[src/rtl/multdiv_unit_pkg.sv]
// rtl/multdiv_unit_pkg.sv - shared op codes, FSM states and operand helpers for the HI/LO unit
//
// multicycle_t : 4-bit op code driven by execute (values 8..15 are not defined and run as M_MULTU)
// mdstate_t    : MD_IDLE -> MD_BUSY -> MD_DONE
package multdiv_unit_pkg;

  typedef enum logic [3:0] {
    M_MULT  = 4'd0,
    M_MULTU = 4'd1,
    M_DIV   = 4'd2,
    M_DIVU  = 4'd3,
    M_MADD  = 4'd4,
    M_MADDU = 4'd5,
    M_MSUB  = 4'd6,
    M_MSUBU = 4'd7
  } multicycle_t;

  typedef enum logic [1:0] {
    MD_IDLE,
    MD_BUSY,
    MD_DONE
  } mdstate_t;

  localparam int DATA_W = 32;

  function automatic logic op_is_div(input logic [3:0] op);
    return (op == M_DIV) || (op == M_DIVU);
  endfunction

  // Only the four two's-complement ops; everything else (including undefined codes) is unsigned.
  function automatic logic op_is_signed(input logic [3:0] op);
    return (op == M_MULT) || (op == M_MADD) || (op == M_MSUB) || (op == M_DIV);
  endfunction

  // Magnitude of x when it is to be read as signed; 0x8000_0000 maps to itself, which is correct as unsigned.
  function automatic logic [DATA_W-1:0] magnitude(input logic [DATA_W-1:0] x, input logic sgn);
    return (sgn && x[DATA_W-1]) ? (~x + 1'b1) : x;
  endfunction

endpackage

[src/rtl/multdiv_if.sv]
// rtl/multdiv_if.sv - request/response bundle between execute (master) and the HI/LO unit (slave)
//
// a, b            : operands, sampled only at accept
// is_multdiv      : request valid, held by execute until ok
// multicycle_type : op code (multicycle_t encoding)
// flushE          : abort the op in flight, discard its result
// hi, lo          : registered result
// ok              : one-cycle result-valid pulse
interface multdiv_if;
  import multdiv_unit_pkg::*;

  logic [DATA_W-1:0] a;
  logic [DATA_W-1:0] b;
  logic              is_multdiv;
  logic [3:0]        multicycle_type;
  logic              flushE;
  logic [DATA_W-1:0] hi;
  logic [DATA_W-1:0] lo;
  logic              ok;

  modport master (
    output a, b, is_multdiv, multicycle_type, flushE,
    input  hi, lo, ok
  );

  modport slave (
    input  a, b, is_multdiv, multicycle_type, flushE,
    output hi, lo, ok
  );

endinterface

[src/rtl/multdiv_unit_div_radix2.sv]
// rtl/multdiv_unit_div_radix2.sv - restoring unsigned 32/32 divider, one quotient bit per cycle
//
// clk, resetn          : clock, synchronous active-low reset
// start                : load operands; the first quotient bit is produced on this same edge
// flush                : abandon the division in flight
// dividend, divisor    : unsigned operands, sampled only with start
// quotient, remainder  : results, valid while done is high
// done                 : high from the cycle after the last iteration until the next start/flush
module div_radix2
  import multdiv_unit_pkg::*;
#(
  parameter int ITERS = 32
) (
  input  logic              clk,
  input  logic              resetn,
  input  logic              start,
  input  logic              flush,
  input  logic [DATA_W-1:0] dividend,
  input  logic [DATA_W-1:0] divisor,
  output logic [DATA_W-1:0] quotient,
  output logic [DATA_W-1:0] remainder,
  output logic              done
);

  logic [DATA_W-1:0] rem_q, quo_q, dvs_q;
  logic [5:0]        cnt_q;
  logic              busy_q;

  logic [DATA_W-1:0] rem_in, quo_in, dvs_in, rem_nx, quo_nx;
  logic [DATA_W:0]   trial, diff;

  // The step works from the raw inputs on the start edge so the load costs no extra cycle.
  always_comb begin
    rem_in = start ? '0 : rem_q;
    quo_in = start ? dividend : quo_q;
    dvs_in = start ? divisor : dvs_q;
    trial  = {rem_in, quo_in[DATA_W-1]};
    diff   = trial - {1'b0, dvs_in};
    // diff[DATA_W] is the borrow: set means the trial remainder is smaller than the divisor.
    rem_nx = diff[DATA_W] ? trial[DATA_W-1:0] : diff[DATA_W-1:0];
    quo_nx = {quo_in[DATA_W-2:0], ~diff[DATA_W]};
  end

  always_ff @(posedge clk) begin
    if (!resetn) begin
      rem_q  <= '0;
      quo_q  <= '0;
      dvs_q  <= '0;
      cnt_q  <= '0;
      busy_q <= 1'b0;
    end else if (flush) begin
      cnt_q  <= '0;
      busy_q <= 1'b0;
    end else if (start) begin
      rem_q  <= rem_nx;
      quo_q  <= quo_nx;
      dvs_q  <= divisor;
      cnt_q  <= 6'd1;
      busy_q <= 1'b1;
    end else if (busy_q && (cnt_q != 6'(ITERS))) begin
      rem_q <= rem_nx;
      quo_q <= quo_nx;
      cnt_q <= cnt_q + 6'd1;
    end
  end

  assign quotient  = quo_q;
  assign remainder = rem_q;
  assign done      = busy_q && (cnt_q == 6'(ITERS));

endmodule

[src/rtl/multdiv_unit.sv]
// rtl/multdiv_unit.sv - multi-cycle HI/LO multiply/divide responder for the execute stage
//
// clk    : clock
// resetn : synchronous active-low reset (also clears hi/lo)
// bus    : multdiv_if.slave - a, b, is_multdiv, multicycle_type, flushE in; hi, lo, ok out
// Multiply ops report ok MULT_LATENCY cycles after accept, DIV/DIVU DIV_ITERS+1 cycles after.
module multdiv_unit
  import multdiv_unit_pkg::*;
#(
  parameter int MULT_LATENCY = 3,
  parameter int DIV_ITERS    = 32
) (
  input  logic     clk,
  input  logic     resetn,
  multdiv_if.slave bus
);

  localparam int MULT_LAST = (MULT_LATENCY >= 2) ? MULT_LATENCY - 2 : 0;

  mdstate_t          state;
  logic [5:0]        counter;
  logic [DATA_W-1:0] hi_q, lo_q;
  logic              ok_q;

  // Latched request
  logic              op_div, a_neg, b_neg, b_zero;
  logic [DATA_W-1:0] a_save;
  logic signed [DATA_W:0] op_a, op_b;

  logic              in_div, in_sgn, div_start, div_done;
  logic signed [DATA_W:0] in_a33, in_b33, mul_a, mul_b;
  logic signed [2*DATA_W-1:0] product;
  logic [2*DATA_W-1:0] mult_result;
  logic [DATA_W-1:0] div_q, div_r, quo_fix, rem_fix;

  assign in_div    = op_is_div(bus.multicycle_type);
  assign in_sgn    = op_is_signed(bus.multicycle_type);
  assign in_a33    = {in_sgn & bus.a[DATA_W-1], bus.a};
  assign in_b33    = {in_sgn & bus.b[DATA_W-1], bus.b};
  assign div_start = (state == MD_IDLE) && bus.is_multdiv && !bus.flushE && in_div;

  // 33x33 signed multiply covers both signednesses; the low 64 bits are the wanted product.
  assign mul_a   = (MULT_LATENCY == 1) ? in_a33 : op_a;
  assign mul_b   = (MULT_LATENCY == 1) ? in_b33 : op_b;
  assign product = mul_a * mul_b;

  // Operands are held steady in op_a/op_b during BUSY, so the stages need no valid bits.
  if (MULT_LATENCY >= 3) begin : g_mul_pipe
    localparam int DEPTH = MULT_LATENCY - 2;
    logic [2*DATA_W-1:0] pipe [DEPTH];
    always_ff @(posedge clk) begin
      pipe[0] <= product;
      for (int i = 1; i < DEPTH; i++) pipe[i] <= pipe[i-1];
    end
    assign mult_result = pipe[DEPTH-1];
  end else begin : g_mul_direct
    assign mult_result = product;
  end

  div_radix2 #(.ITERS(DIV_ITERS)) u_div (
    .clk       (clk),
    .resetn    (resetn),
    .start     (div_start),
    .flush     (bus.flushE),
    .dividend  (magnitude(bus.a, in_sgn)),
    .divisor   (magnitude(bus.b, in_sgn)),
    .quotient  (div_q),
    .remainder (div_r),
    .done      (div_done)
  );

  // Sign fix-up happens in the cycle after the last iteration; divide-by-zero overrides it.
  assign quo_fix = b_zero ? '1 : ((a_neg ^ b_neg) ? (~div_q + 1'b1) : div_q);
  assign rem_fix = b_zero ? a_save : (a_neg ? (~div_r + 1'b1) : div_r);

  always_ff @(posedge clk) begin
    if (!resetn) begin
      state   <= MD_IDLE;
      counter <= '0;
      hi_q    <= '0;
      lo_q    <= '0;
      ok_q    <= 1'b0;
      op_div  <= 1'b0;
      a_neg   <= 1'b0;
      b_neg   <= 1'b0;
      b_zero  <= 1'b0;
      a_save  <= '0;
      op_a    <= '0;
      op_b    <= '0;
    end else if (bus.flushE) begin
      state   <= MD_IDLE;
      counter <= '0;
      ok_q    <= 1'b0;
    end else begin
      case (state)
        MD_IDLE: begin
          ok_q <= 1'b0;
          if (bus.is_multdiv) begin
            op_div  <= in_div;
            a_neg   <= in_sgn & bus.a[DATA_W-1];
            b_neg   <= in_sgn & bus.b[DATA_W-1];
            b_zero  <= (bus.b == '0);
            a_save  <= bus.a;
            op_a    <= in_a33;
            op_b    <= in_b33;
            counter <= '0;
            if (!in_div && (MULT_LATENCY == 1)) begin
              state        <= MD_DONE;
              ok_q         <= 1'b1;
              {hi_q, lo_q} <= product;
            end else begin
              state <= MD_BUSY;
            end
          end
        end
        MD_BUSY: begin
          counter <= counter + 6'd1;
          if (op_div ? div_done : (counter == 6'(MULT_LAST))) begin
            state        <= MD_DONE;
            ok_q         <= 1'b1;
            {hi_q, lo_q} <= op_div ? {rem_fix, quo_fix} : mult_result;
          end
        end
        MD_DONE: begin
          ok_q  <= 1'b0;
          state <= MD_IDLE;
        end
        default: begin
          ok_q  <= 1'b0;
          state <= MD_IDLE;
        end
      endcase
    end
  end

  assign bus.hi = hi_q;
  assign bus.lo = lo_q;
  assign bus.ok = ok_q;

endmodule

[src/flat_wrapper.sv]
// flat-port wrapper written by rule: the top's interface ports become plain ports
module multdiv_unit_flat import multdiv_unit_pkg::*;
#(
  parameter int MULT_LATENCY = 3,
  parameter int DIV_ITERS    = 32
)
  (clk, resetn, bus_a, bus_b, bus_is_multdiv, bus_multicycle_type, bus_flushE, bus_hi, bus_lo, bus_ok);
  multdiv_if bus_i ();
  input  logic clk;
  input  logic resetn;
  input wire logic [$bits(bus_i.a)-1:0] bus_a;
  input wire logic [$bits(bus_i.b)-1:0] bus_b;
  input wire logic [$bits(bus_i.is_multdiv)-1:0] bus_is_multdiv;
  input wire logic [$bits(bus_i.multicycle_type)-1:0] bus_multicycle_type;
  input wire logic [$bits(bus_i.flushE)-1:0] bus_flushE;
  output wire logic [$bits(bus_i.hi)-1:0] bus_hi;
  output wire logic [$bits(bus_i.lo)-1:0] bus_lo;
  output wire logic [$bits(bus_i.ok)-1:0] bus_ok;
  assign bus_i.a = bus_a;
  assign bus_i.b = bus_b;
  assign bus_i.is_multdiv = bus_is_multdiv;
  assign bus_i.multicycle_type = bus_multicycle_type;
  assign bus_i.flushE = bus_flushE;
  assign bus_hi = bus_i.hi;
  assign bus_lo = bus_i.lo;
  assign bus_ok = bus_i.ok;
  multdiv_unit #(.MULT_LATENCY(MULT_LATENCY), .DIV_ITERS(DIV_ITERS)) u_core (.clk(clk), .resetn(resetn), .bus(bus_i));
endmodule
[config.mk]
export PLATFORM = sky130hd
export DESIGN_NAME = multdiv_unit_flat
export DESIGN_NICKNAME = d
export VERILOG_FILES = /design/src/rtl/multdiv_unit_pkg.sv /design/src/rtl/multdiv_if.sv /design/src/rtl/multdiv_unit_div_radix2.sv /design/src/rtl/multdiv_unit.sv /design/src/flat_wrapper.sv
export SDC_FILE = /design/constraint.sdc
export NUM_CORES = 2
export LEC_CHECK = 0
export CORE_UTILIZATION = 50
export DETAILED_ROUTE_END_ITERATION = 8
export PLACE_DENSITY = 0.76
export SLEW_MARGIN = 20
export SYNTH_ARGS = -nofsm -noshare
export SYNTH_HDL_FRONTEND = slang
export SYNTH_SLANG_ARGS = --single-unit
[constraint.sdc]
create_clock -name clk -period 10.8 [get_ports clk]
set_input_delay 2.16 -clock clk [delete_from_list [all_inputs] [get_ports clk]]
set_output_delay 2.16 -clock clk [all_outputs]
set_load 0.05 [all_outputs]
==> flow_summary.ini <==
[status]
status = completed

[sta]
tightest_slew_ns = 1.24
clock_skew_ns = 0.0194
rsz0062_at_grt = no
hold_viol = 0
fin_ws_ns = 1.87
drv_slew = 0
fmax_ghz = 0.112
finalSetupViolations = 0
setup_tns_ns = 0
period_minus_slack_ns = 8.93
post-route-period-util_pct = 82.7
timing.hold.ws_ns = 0.451
slew_headroom_pct = 17.1

[synth]
yosysSeqAreaShare_pct = 11.4
async_flop_share_pct = 0
synthFlopType = dfxtp_1
yosysTopAreaCell = fa_1
synthCells = 6166
syn_area_um2 = 54000
ys_ff_latch = 308
syn_nets = 7616
yosysTopAreaCellShare_pct = 41.8
synth-edff-count = 0
syn_avg_cell_area_um2 = 8.75
synth-warning-count = 0
synth_cell_types = 70
synth.area.top_cells = fa_1, dfxtp_1, inv_1, and2_1, nand2_1

[clocking]
worstSkewPairLatency_ns = 0.54
clk_path_buf_depth = 3
path_clk_slew_ns = 0.07
cts_resized = 0
clock-root-buffer = clkbuf_16
cts_tree = done
postCtsHoldBufs = 0
cts_setup_buffers = 0
cts_made_buffers = 34
cts_sinks = 308
htreeDepth = 2

[detailed_routing]
wl_um = 156000
vias = 42238
viasPerCell = 5.64
wl_per_cell_um = 20.8
dr.pass1.iters = 8
ant_nets = 0
drc = 0
first_iter_violations = 3461

[worst_setup_path]
start_kind = flip-flop
worst-endpoint-required_ns = 11.21
crit_arrival_ns = 9.33
cp-end-kind = flip-flop
crit_type = reg -> reg
worst-path-max-fanout = 18

[floorplanning]
coreArea_um2 = 107000
rows = 120
ios = 137
start_util_pct = 50.4
die_w_um = 331
die_h_um = 331
fp.dieArea_um2 = 109000

[placed_design]
dp_cells = 7423
gp_congestion = 1.01
io_buffer_count = 136
place_ws_ns = 1.89
dp_hpwl_um = 122000

[grt]
antenna_found_initial = 16
grt_usage_pct = 29.3
grt_max_degree = 74
grt_pass1_wl_um = 247000
grt_overflow = 0
grt_pass1_vias = 44117

[min_path]
hold_path.class = reg -> reg

[pwr]
ir_worst_vdd_v = 0.0000890
p_per_area_nw_per_um2 = 60.8
leakage_uw = 0.0272
total_power_uw = 3490

[final_layout]
syn2layout_area_growth_pct = 6.40
drive_above_1_share_pct = 3.16
fin_cells = 7495
multi_input_area_um2 = 42100
fill_cells = 9542
final_nets = 7506
final-seq-area_um2 = 6180

[run]
drv_cap = 0
path summary, 6_finish.rpt:
path	end	start	cells after the start	slack, ns
max	u_core.g_mul_pipe.pipe[0][63]	u_core.mul_a[13]	24	1.87
min	u_core.bus.lo[14]	u_core.bus.lo[14]	2	0.45
max reg2reg	u_core.g_mul_pipe.pipe[0][63]	u_core.mul_a[13]	24	1.87
min reg2reg	u_core.bus.lo[14]	u_core.bus.lo[14]	2	0.45
state kept, by name, summed over array words and instances, names as in the netlist, 6 cells and up:
register	cells
u_core.counter	6
u_core.bus.hi	32
u_core.u_div.remainder	32
u_core.g_mul_pipe.pipe	64
u_core.mul_a	33
u_core.mul_b	33
u_core.u_div.dvs_q	32
u_core.bus.lo	32
u_core.u_div.quotient	32
u_core.u_div.cnt_q	6
layout make-up:
type,instances,area share (%)
Antenna cell,12,0.0523
Clock buffer,49,1.69
Clock inverter,11,0.148
Inverter,1134,7.42
Multi-Input combinational cell,4349,73.3
Sequential cell,308,10.8
Tap cell,1403,3.06
Timing Repair Buffer,229,3.61
synthesized netlist by cell type, types with 28 or more instances:
cell type  count
nor3_1        37
o221ai_1      32
o21ai_0      156
fa_1        1126
a211oi_1      70
mux2i_1       39
dfxtp_1      308
xor2_1       100
a21o_1        39
clkbuf_1     355
nand2b_1      28
and2_1       569
inv_1       1133
ha_1         252
nor2_1       279
nand2_1      842
nor2b_1       33
nand3_1       39
xnor2_1      116
a21oi_1      336
placed cells by master (no fill, tap or decap), types with 7 or more instances in the layout:
cell	n
or3_1	15
diode_2	12
o221ai_1	32
buf_4	92
ha_1	252
nand2b_1	28
xor2_1	100
and3_1	16
fa_1	1125
nor2b_1	33
o31a_1	7
a21oi_1	335
a21o_1	38
a31oi_1	16
o21bai_1	16
dfxtp_1	295
or4_1	8
xnor2_1	116
nor3_1	36
o31ai_1	21
inv_1	1133
clkbuf_16	35
o21a_1	17
clkdlybuf4s50_1	136
nand3_1	38
nor2_1	278
nand4_1	16
a211oi_1	70
o41ai_1	11
and2_1	569
nor4_1	15
clkbuf_1	10
o211ai_1	12
nand2_1	842
o21ai_0	156
dfxtp_2	12
mux2i_1	39
kinds of logic after synthesis:
group           count (synthesis)  share of synthesized area [%]
mux                            41                          0.765
buf+inv                      1509                           10.7
simple gates                 1929                           17.1
fa+ha+maj                    1378                           47.6
compound gates                785                           8.86
xor+xnor                      216                           3.51
flops                         308                           11.4
metal layers:
layer / global-route usage, % / part of all wire [%]
met1: 36.6 / 37
met4: 18.1 / 7.4
met2: 48.2 / 48
met3: 4.26 / 7.8
met5: 0 / 0.0084
power breakdown:
part	leakage, uW	switching [uW]	internal (uW)	total (uW)
clock network	0.000507	522	632	1150
logic	0.0242	670	386	1060
registers	0.00251	86.7	1200	1280
worst max-delay path, stage by stage, from the launching register on:
cell,delay (ns)
dfxtp_1,1.03
buf_4,0.43
nand2_1,0.13
fa_1,0.56
fa_1,0.45
fa_1,0.51
fa_1,0.51
inv_1,0.06
fa_1,0.45
fa_1,0.49
fa_1,0.49
inv_1,0.05
fa_1,0.51
inv_1,0.05
ha_1,0.37
a21o_1,0.23
a21o_1,0.18
a21oi_1,0.19
o221a_2,0.23
inv_1,0.05
o21ai_0,0.68
o21ai_0,0.40
a41oi_1,0.41
o21ai_0,0.17
xnor2_1,0.15
per-stage QoR:
stage / area, um^2 / utilization (%)
finish: 57400 / 53.6
global route: 57400 / 53.6
floorplan: 54000 / -
detailed placement: 56300 / 52.6
global placement: 56300 / 52.6
CTS: 57400 / 53.6
No activity file was read; power rests on OpenSTA's default activity.
